File: src/rtl/prores_seq_pkg.sv
// Shared types and default timing for the slice back-end sequencer.
// Phase lengths are expressed per block so the controller can size each phase from the latched count.
package prores_seq_pkg;

  typedef enum logic [2:0] {
    ST_IDLE   = 3'd0,
    ST_DCT    = 3'd1,
    ST_DC_RUN = 3'd2,
    ST_AC_RUN = 3'd3,
    ST_FLUSH  = 3'd4,
    ST_DONE   = 3'd5
  } state_t;

  localparam int AC_COEFS_PER_BLOCK = 63;
  localparam int DC_PER_BLOCK       = 1;

  localparam int DEF_CNT_W      = 32;
  localparam int DEF_DCT_LAT    = 10;
  localparam int DEF_DC_PIPE    = 6;
  localparam int DEF_AC_PIPE    = 5;
  localparam int DEF_MAX_BLOCKS = 32;

endpackage

File: src/rtl/slice_phase_controller_phase_timer.sv
// Phase counter shared by all timed states: clears on state entry, loads that state's length,
// and flags the last cycle of the phase.
module phase_timer #(
  parameter int CNT_W = 32
) (
  input  logic             clock,
  input  logic             reset_n,
  input  logic             clear,
  input  logic [CNT_W-1:0] limit,
  output logic [CNT_W-1:0] count_next,
  output logic             terminal
);

  logic [CNT_W-1:0] count_reg;
  logic [CNT_W-1:0] limit_reg;

  always_comb begin
    count_next = clear ? '0 : count_reg + CNT_W'(1);
  end

  always_ff @(posedge clock or negedge reset_n) begin
    if (!reset_n) begin
      count_reg <= '0;
      limit_reg <= '0;
    end else begin
      count_reg <= count_next;
      if (clear) begin
        limit_reg <= limit;
      end
    end
  end

  // Last cycle of the current phase; meaningless in IDLE where the limit is not used.
  assign terminal = (count_reg == limit_reg - CNT_W'(1));

endmodule

File: src/rtl/slice_phase_controller.sv
// Sequences one slice through DCT settle, DC VLC, AC VLC and flush with a start/busy/done handshake.
// Every output is a registered Moore output derived from the next state and next phase count.
module slice_phase_controller
  import prores_seq_pkg::*;
#(
  parameter int CNT_W      = DEF_CNT_W,
  parameter int DCT_LAT    = DEF_DCT_LAT,
  parameter int DC_PIPE    = DEF_DC_PIPE,
  parameter int AC_PIPE    = DEF_AC_PIPE,
  parameter int MAX_BLOCKS = DEF_MAX_BLOCKS
) (
  input  logic             clock,
  input  logic             reset_n,
  input  logic             slice_start,
  input  logic [CNT_W-1:0] block_num,
  output logic             busy,
  output logic             start_error,
  output logic             dc_vlc_reset,
  output logic             dc_vlc_output_enable,
  output logic [CNT_W-1:0] dc_vlc_counter,
  output logic             ac_vlc_reset,
  output logic             ac_vlc_output_enable,
  output logic             ac_vlc_output_flush,
  output logic [CNT_W-1:0] ac_vlc_counter,
  output logic             slice_done
);

  state_t           state_reg;
  state_t           state_next;
  logic [CNT_W-1:0] blk_q;
  logic [CNT_W-1:0] pc_next;
  logic [CNT_W-1:0] limit_next;
  logic [CNT_W-1:0] dc_len;
  logic [CNT_W-1:0] ac_len;
  logic             pc_terminal;
  logic             phase_clear;
  logic             start_legal;
  logic             accept;

  logic             busy_next;
  logic             start_error_next;
  logic             dc_vlc_reset_next;
  logic             dc_vlc_output_enable_next;
  logic [CNT_W-1:0] dc_vlc_counter_next;
  logic             ac_vlc_reset_next;
  logic             ac_vlc_output_enable_next;
  logic             ac_vlc_output_flush_next;
  logic [CNT_W-1:0] ac_vlc_counter_next;
  logic             slice_done_next;

  assign start_legal = (block_num != '0) && (block_num <= CNT_W'(MAX_BLOCKS));
  assign accept      = slice_start && start_legal && (state_reg == ST_IDLE);

  // Largest AC length is 63 * MAX_BLOCKS, well inside CNT_W.
  assign dc_len = CNT_W'(DC_PIPE) + CNT_W'(DC_PER_BLOCK) * blk_q;
  assign ac_len = CNT_W'(AC_PIPE) + CNT_W'(AC_COEFS_PER_BLOCK) * blk_q;

  assign phase_clear = (state_next != state_reg);

  always_comb begin
    case (state_next)
      ST_DCT:    limit_next = CNT_W'(DCT_LAT);
      ST_DC_RUN: limit_next = dc_len;
      ST_AC_RUN: limit_next = ac_len;
      default:   limit_next = CNT_W'(1);
    endcase
  end

  phase_timer #(
    .CNT_W (CNT_W)
  ) u_phase_timer (
    .clock      (clock),
    .reset_n    (reset_n),
    .clear      (phase_clear),
    .limit      (limit_next),
    .count_next (pc_next),
    .terminal   (pc_terminal)
  );

  // State, latched block count and registered outputs.
  always_ff @(posedge clock or negedge reset_n) begin
    if (!reset_n) begin
      state_reg            <= ST_IDLE;
      blk_q                <= '0;
      busy                 <= 1'b0;
      start_error          <= 1'b0;
      dc_vlc_reset         <= 1'b0;
      dc_vlc_output_enable <= 1'b0;
      dc_vlc_counter       <= '0;
      ac_vlc_reset         <= 1'b0;
      ac_vlc_output_enable <= 1'b0;
      ac_vlc_output_flush  <= 1'b0;
      ac_vlc_counter       <= '0;
      slice_done           <= 1'b0;
    end else begin
      state_reg            <= state_next;
      if (accept) begin
        blk_q <= block_num;
      end
      busy                 <= busy_next;
      start_error          <= start_error_next;
      dc_vlc_reset         <= dc_vlc_reset_next;
      dc_vlc_output_enable <= dc_vlc_output_enable_next;
      dc_vlc_counter       <= dc_vlc_counter_next;
      ac_vlc_reset         <= ac_vlc_reset_next;
      ac_vlc_output_enable <= ac_vlc_output_enable_next;
      ac_vlc_output_flush  <= ac_vlc_output_flush_next;
      ac_vlc_counter       <= ac_vlc_counter_next;
      slice_done           <= slice_done_next;
    end
  end

  always_comb begin
    state_next = state_reg;
    case (state_reg)
      ST_IDLE:   if (accept)      state_next = ST_DCT;
      ST_DCT:    if (pc_terminal) state_next = ST_DC_RUN;
      ST_DC_RUN: if (pc_terminal) state_next = ST_AC_RUN;
      ST_AC_RUN: if (pc_terminal) state_next = ST_FLUSH;
      ST_FLUSH:                   state_next = ST_DONE;
      ST_DONE:                    state_next = ST_IDLE;
      default:                    state_next = ST_IDLE;
    endcase
  end

  // Outputs are decoded from the upcoming state so they switch on the same edge as the state.
  always_comb begin
    busy_next                 = (state_next != ST_IDLE);
    start_error_next          = slice_start && !accept;
    dc_vlc_reset_next         = 1'b0;
    dc_vlc_output_enable_next = 1'b0;
    dc_vlc_counter_next       = '0;
    ac_vlc_reset_next         = 1'b0;
    ac_vlc_output_enable_next = 1'b0;
    ac_vlc_output_flush_next  = 1'b0;
    ac_vlc_counter_next       = '0;
    slice_done_next           = 1'b0;
    case (state_next)
      ST_DC_RUN: begin
        dc_vlc_reset_next         = 1'b1;
        dc_vlc_counter_next       = pc_next;
        dc_vlc_output_enable_next = (pc_next >= CNT_W'(DC_PIPE)) && (pc_next < dc_len);
      end
      ST_AC_RUN: begin
        ac_vlc_reset_next         = 1'b1;
        ac_vlc_counter_next       = pc_next;
        ac_vlc_output_enable_next = (pc_next >= CNT_W'(AC_PIPE)) && (pc_next < ac_len);
      end
      ST_FLUSH: begin
        ac_vlc_reset_next        = 1'b1;
        ac_vlc_output_flush_next = 1'b1;
      end
      ST_DONE: begin
        slice_done_next = 1'b1;
      end
      default: begin
      end
    endcase
  end

endmodule

File: config.mk
export PLATFORM = sky130hd
export DESIGN_NAME = slice_phase_controller
export DESIGN_NICKNAME = d
export VERILOG_FILES = /design/src/rtl/prores_seq_pkg.sv /design/src/rtl/slice_phase_controller_phase_timer.sv /design/src/rtl/slice_phase_controller.sv
export SDC_FILE = /design/constraint.sdc
export NUM_CORES = 1
export LEC_CHECK = 0
export BUFFER_PORTS_ARGS = -buffer_cell sky130_fd_sc_hd__buf_4
export CAP_MARGIN = 5
export CORE_AREA = 2 2 160 162
export CTS_BUF_LIST = sky130_fd_sc_hd__clkbuf_2 sky130_fd_sc_hd__clkbuf_4 sky130_fd_sc_hd__clkbuf_8
export CTS_CLUSTER_SIZE = 14
export DETAILED_ROUTE_END_ITERATION = 10
export DIE_AREA = 0 0 162 164
export PLACE_DENSITY_LB_ADDON = 0.15
export SLEW_MARGIN = 40
export SYNTH_ARGS = -nofsm -noshare
export SYNTH_HDL_FRONTEND = slang
export SYNTH_SLANG_ARGS = --single-unit
export TNS_END_PERCENT = 100
File: constraint.sdc
create_clock -name clock -period 6.6 [get_ports clock]
set_clock_uncertainty 0.05 [all_clocks]
set_input_delay 1.32 -clock clock [delete_from_list [all_inputs] [get_ports clock]]
set_output_delay 1.32 -clock clock [all_outputs]
set_load 0.01 [all_outputs]
======== Word level (Yosys, flattened, before mapping) ========
Index checks and enable logic that the tools add are counted.
storage, ports and cells
  input port bits ......................... 35
  logic and storage cells ................. 61
  register bits after elaboration ......... 171
  output and inout bits ................... 72
operators by class
  add/sub/neg operators ................... 4
  muxes and demuxes ....................... 15
  $lt $le $gt $ge ......................... 5
  multiply operators ...................... 1
  reductions and logical operators ........ 11
  equality and inequality tests ........... 11
operators with widths
  cell                     number
  $mux W32                 3
  $pmux W32 S3             1
  $add A3 B32 Y32 const A  2
  $ge A32 B3 Y1 const B    2
  $lt A32 B32 Y1           2
  $add A32 B1 Y32 const B  1
  $eq A32 B32 Y1           1
  $le A32 B6 Y1 const B    1
  $mul A6 B32 Y32 const A  1
  $reduce_bool A32 Y1      1
  $sub A32 B1 Y32 const B  1
  $pmux W3 S5              1
  $eq A3 B2 Y1 const B     4
  $mux W3                  4
  $eq A3 B3 Y1 const B     3
  $eq A3 B1 Y1 const B     2
  $logic_and A1 B1 Y1      6
  $mux W1                  6
  $logic_not A3 Y1         1
  $ne A3 B3 Y1             1
  $reduce_bool A3 Y1       1
  $reduce_or A2 Y1         1
  $logic_not A1 Y1         1

======== Depth between registers and ports, before layout ========
  word-level depth ........................ 11
  gate-level depth with buffers ........... 27
  depth with buffers taken out ............ 27

======== Cells and area by module ========
From an unflattened synthesis, not the netlist that was laid out.
second synthesis, totals
  cells, all modules ...................... 1,456
  area total of the unflattened synthesis .. 14,081.0 µm²
modules (own cells, without submodules)
  module                  area each (µm²)  times used  cells an instance
  slice_phase_controller  10,299.9         1           1,070
  phase_timer             3,781.1          1           386

======== Worst setup path after synthesis ========
Ideal clock, no wire load.
  path kind ............................... register to register
  from .................................... register blk_q[3]
  to ...................................... register ac_vlc_output_enable
  arrival time ............................ 5.956 ns
  period minus slack after synthesis ...... 6.142 ns
  path slack .............................. 0.458 ns
  cell stages (with the launch flop) ...... 20
  buffers on the path ..................... 0
  data required time ...................... 6.415 ns
  setup time .............................. 0.135 ns
  cells stage by stage .................... dfrtp_1 > fa_1 > inv_1 > fa_1 > fa_1 > inv_1 > ha_1 > or3_1 > or4_1 > a211o_1 > a41oi_1 > a21oi_1 > o41ai_1 > o21ai_0 > xnor2_1 > ha_1 > nand4_1 > or2_2 > nor4_1 > nor4_4
between the ends
  cells in the longest elaborated chain, start to end .. 5
ends and longest elaborated chain
  what                           RTL line                       text
  from (decl)                    slice_phase_controller.sv:30   logic [CNT_W-1:0] blk_q;
  from (signal assigned)         slice_phase_controller.sv:98   blk_q <= block_num;
  $mul A6 B32 Y32                slice_phase_controller.sv:56   assign ac_len = CNT_W'(AC_PIPE) + CNT_W'(AC_COEFS_PER_BLOCK) * blk_q;
  $add A3 B32 Y32                slice_phase_controller.sv:56
  $lt A32 B32 Y1                 slice_phase_controller.sv:147  ac_vlc_output_enable_next = (pc_next >= CNT_W'(AC_PIPE)) && (pc_next < ac_len);
  $logic_and A1 B1 Y1            slice_phase_controller.sv:147
  $mux W1                        slice_phase_controller.sv:138  case (state_next)
  via ac_vlc_output_enable_next  slice_phase_controller.sv:46   logic ac_vlc_output_enable_next;
  to (signal assigned)           slice_phase_controller.sv:106  ac_vlc_output_enable <= ac_vlc_output_enable_next;
  to (decl)                      slice_phase_controller.sv:22   output logic ac_vlc_output_enable,
The timed path passes the listed nets, and every way through them passes these cells.
A chain may end at the register's enable or synchronous reset.

======== Worst setup path in the final report ========
  from .................................... register blk_q[1]
  to ...................................... register ac_vlc_output_enable
Same word-level chain as after synthesis.

==> impl_results.md <==
* Layout Nets at roughly 1800
* DR vias/cell at about 5.7
* Reg2reg end: ac_vlc_output_enable
* CTS Sinks at around 170
* Startpoint types: register
* Kind of critical path: reg -> reg
* Max-slew violation count at 0
* Logic pwr share at under 10%
* Internal at 0.00135 W
* Initial DRC count at 769
* Register area share after synthesis at 30.8%
* Status: complete, no violations
* Hold_sp: state_reg[2]
* Port buffer count at 106
* Fmax at around 160 MHz
* Dpl cells at 1824
* TritonRoute pass-1 iters at 6
* Final ANT Viol Nets at 0
* Hold Path Sink: state_reg[1]
* Instance area after placement at 15000 sq um
* Die ar. at roughly 27000 sq um
* Cell area after synthesis at 13900 sq um
* First-pass GRT wire length at ~54 mm
* Fillers at between 2000 and 2500
* Die height at ~160 um
* Synth Net Count at 1667
* Leak Pwr at just under 8 nW
* Cts hold-fix bufs at 0
* Most frequent cells in the layout: dfrtp_1, ha_1, buf_4
* Vias in the first global route at between 10000 and 15000
* Die X at approximately 160 um
* Final hold violations at 0
* Top-level I/O count at around 110
* R2r worst-path depth at 19
* Ys Warns at 0
* Fin area at around 15000 sq um
* Sw power at 0.000486 W
* Largest net degree at the start of global routing at 94
* R2r startpoint: blk_q[1]
* Global Route Usage Sum at 25.9%
* HPWL Detailed at 26.7 mm
* R2r setup slk at about 0.34 ns
* Sequential power share at roughly 57%
* Rel. slew slack at between 40 and 50%
* DRC violations left at 0
* RePlAce Congestion at between 0.9 and 1
* Largest fanout on the critical path at 7
* Num rows at 58
* Storage cell area at roughly 4300 sq um
* Overflow after GRT at 0
* # setup viols final at 0
* Routed wire length at 33.5 mm
* Core Area at about 25000 sq um
* Yosys cell types at 76
* Ys async rst share at 100%
* Power per cell area at around 120 nW/um^2
* Clk root buf: clkbuf_8
* Switching share of power at 26.5%
* Initial antenna violation count at 0
* Post-Syn Instances at approximately 1400
* Worst Path Required at 6.90 ns
* Prevailing post-synth register cell: dfrtp_1
* Worst endpoint data arrival time at 6.56 ns
* CTS clk-pin slew, worst paths at approximately 0.11 ns
* Hold WC Path Type: reg -> reg
* Via count at 10600
* Multi-input logic area at approximately 9000 sq um
* Synth Area per Inst at 9.80 sq um
* Layout cell share with drive strength beyond 1 at 13.5%
* Commonest non-fill, non-tap cell in the layout: dfrtp_1
* Finished Layout Cells at between 1500 and 2000
* CTS buffer count at 17
* Cell count of the worst hold path at 1
* Ratio of final minimum period to clock period at a little over nine tenths
* TritonCTS clock tree: yes
* Clock network fraction of total power at between 40% and 50%
* H-Tree Depth at 4
* Clock latency on the worst-skew pair at 0.47 ns
* Final min period at between 6 and 7 ns
* Peak supply drop at approximately 0.12 mV
* Starting Density at between 50% and 60%
* Crit end category: register
* Max-cap violation count at 0
* Max Buffers Root-to-Sink at 2
* Ant. Diodes at 0
* EDFF count, synth at 0
* Seq cells post-synth at roughly 170
* Least-Margin Pin Slew at ~0.80 ns
* Post-DR wirelength/cell at 18.0 um
* Synth-to-Final Area Change at 11.6%
kinds of logic after synthesis:
logic type | count (synthesis) | share of synthesized area [%]
xor+xnor | 134 | 8.46
flops | 171 | 30.8
buf+inv | 155 | 4.55
fa+ha+maj | 215 | 23.9
compound gates | 268 | 13.2
mux | 14 | 1.07
simple gates | 460 | 17.9
cells in the mapped netlist, types with 12 or more instances:
library cell,n,area share [%]
dfrtp_1,171,31
ha_1,131,12
nor2_1,114,3.1
inv_1,101,2.7
fa_1,84,12
xnor2_1,70,4.4
xor2_1,64,4.0
nand2_1,57,1.5
a21oi_1,52,1.9
nor2b_1,49,2.2
o21ai_0,49,1.8
clkbuf_1,42,1.1
a21o_1,39,2.1
nand4_1,38,1.7
nand3_1,37,1.3
nor3_1,34,1.2
or3_1,31,1.4
nand2b_1,20,0.90
o21a_1,20,1.1
nor4_1,16,0.72
o22ai_1,16,0.72
o2bb2ai_1,15,0.95
and3_1,12,0.54
metal layers:
metal  vias to the layer above  wire, um  track usage [%]
met5                         -         0                0
met4                         0       874             8.65
met3                        39      1310             2.47
met2                       272     15200             41.0
met1                      5149     16100             37.8
li1                       5155         -                -
critical path: stages (launching register included):
cell     delay (ns)
dfrtp_1        0.50
fa_1           0.55
inv_1          0.05
fa_1           0.46
fa_1           0.54
inv_1          0.04
ha_1           0.22
or3_4          0.39
or4_1          0.55
a211o_1        0.33
a41oi_1        0.30
a21oi_1        0.14
o41ai_1        0.45
o21ai_0        0.17
xnor2_1        0.17
ha_1           0.30
nand4_1        0.11
or2_2          0.32
nor4_1         0.47
nor4_4         0.05
timing repair:
item                                   CTS  global route
setup endpoints to repair                0             1
resized for setup                        0             6
setup buffers                            0             2
endpoints found under the hold margin    0             0
cell type report:
cell class / instances / share of cell area, %
clock inverter: 14 / 0.969
timing repair buffer: 134 / 6.64
clock buffer: 18 / 1.56
sequential: 171 / 27.6
tap: 330 / 2.66
inverter: 101 / 2.45
multi-input combinational: 1091 / 58.1
how the worst max path moves through the flow:
stage                        start                   end  slack [ns]  depth (start not counted)
after global routing      blk_q[4]  ac_vlc_output_enable       -0.03                         26
after floorplan           blk_q[3]  ac_vlc_output_enable        0.46                         19
after global placement    blk_q[3]  ac_vlc_output_enable        0.28                         26
after detailed placement  blk_q[4]  ac_vlc_output_enable        0.14                         25
final                     blk_q[1]  ac_vlc_output_enable        0.34                         19
after CTS                 blk_q[4]  ac_vlc_output_enable        0.13                         25
power groups by stage:
stage	combinational, W	sequential, W	clock (W)
global placement	0.0000394	0.00107	0
finish	0.0000404	0.00105	0.000750
detailed placement	0.0000409	0.00107	0
floorplan	0.00000180	0.00107	0
CTS	0.0000408	0.00105	0.000773
global route	0.0000464	0.00105	0.000809
per-stage QoR:
stage               power (W)  hold WS, ns  TNS [ns]  utilization (%)  setup WS [ns]
floorplan             0.00107        0.411         0                -          0.458
global placement      0.00111        0.477         0             60.6          0.278
detailed placement    0.00111        0.490         0             60.6          0.137
CTS                   0.00186        0.514         0             62.2          0.129
global route          0.00190        0.519   -0.0272             62.4        -0.0272
finish                0.00184        0.514         0             62.4          0.336
Power figures use the tool's default switching activity.
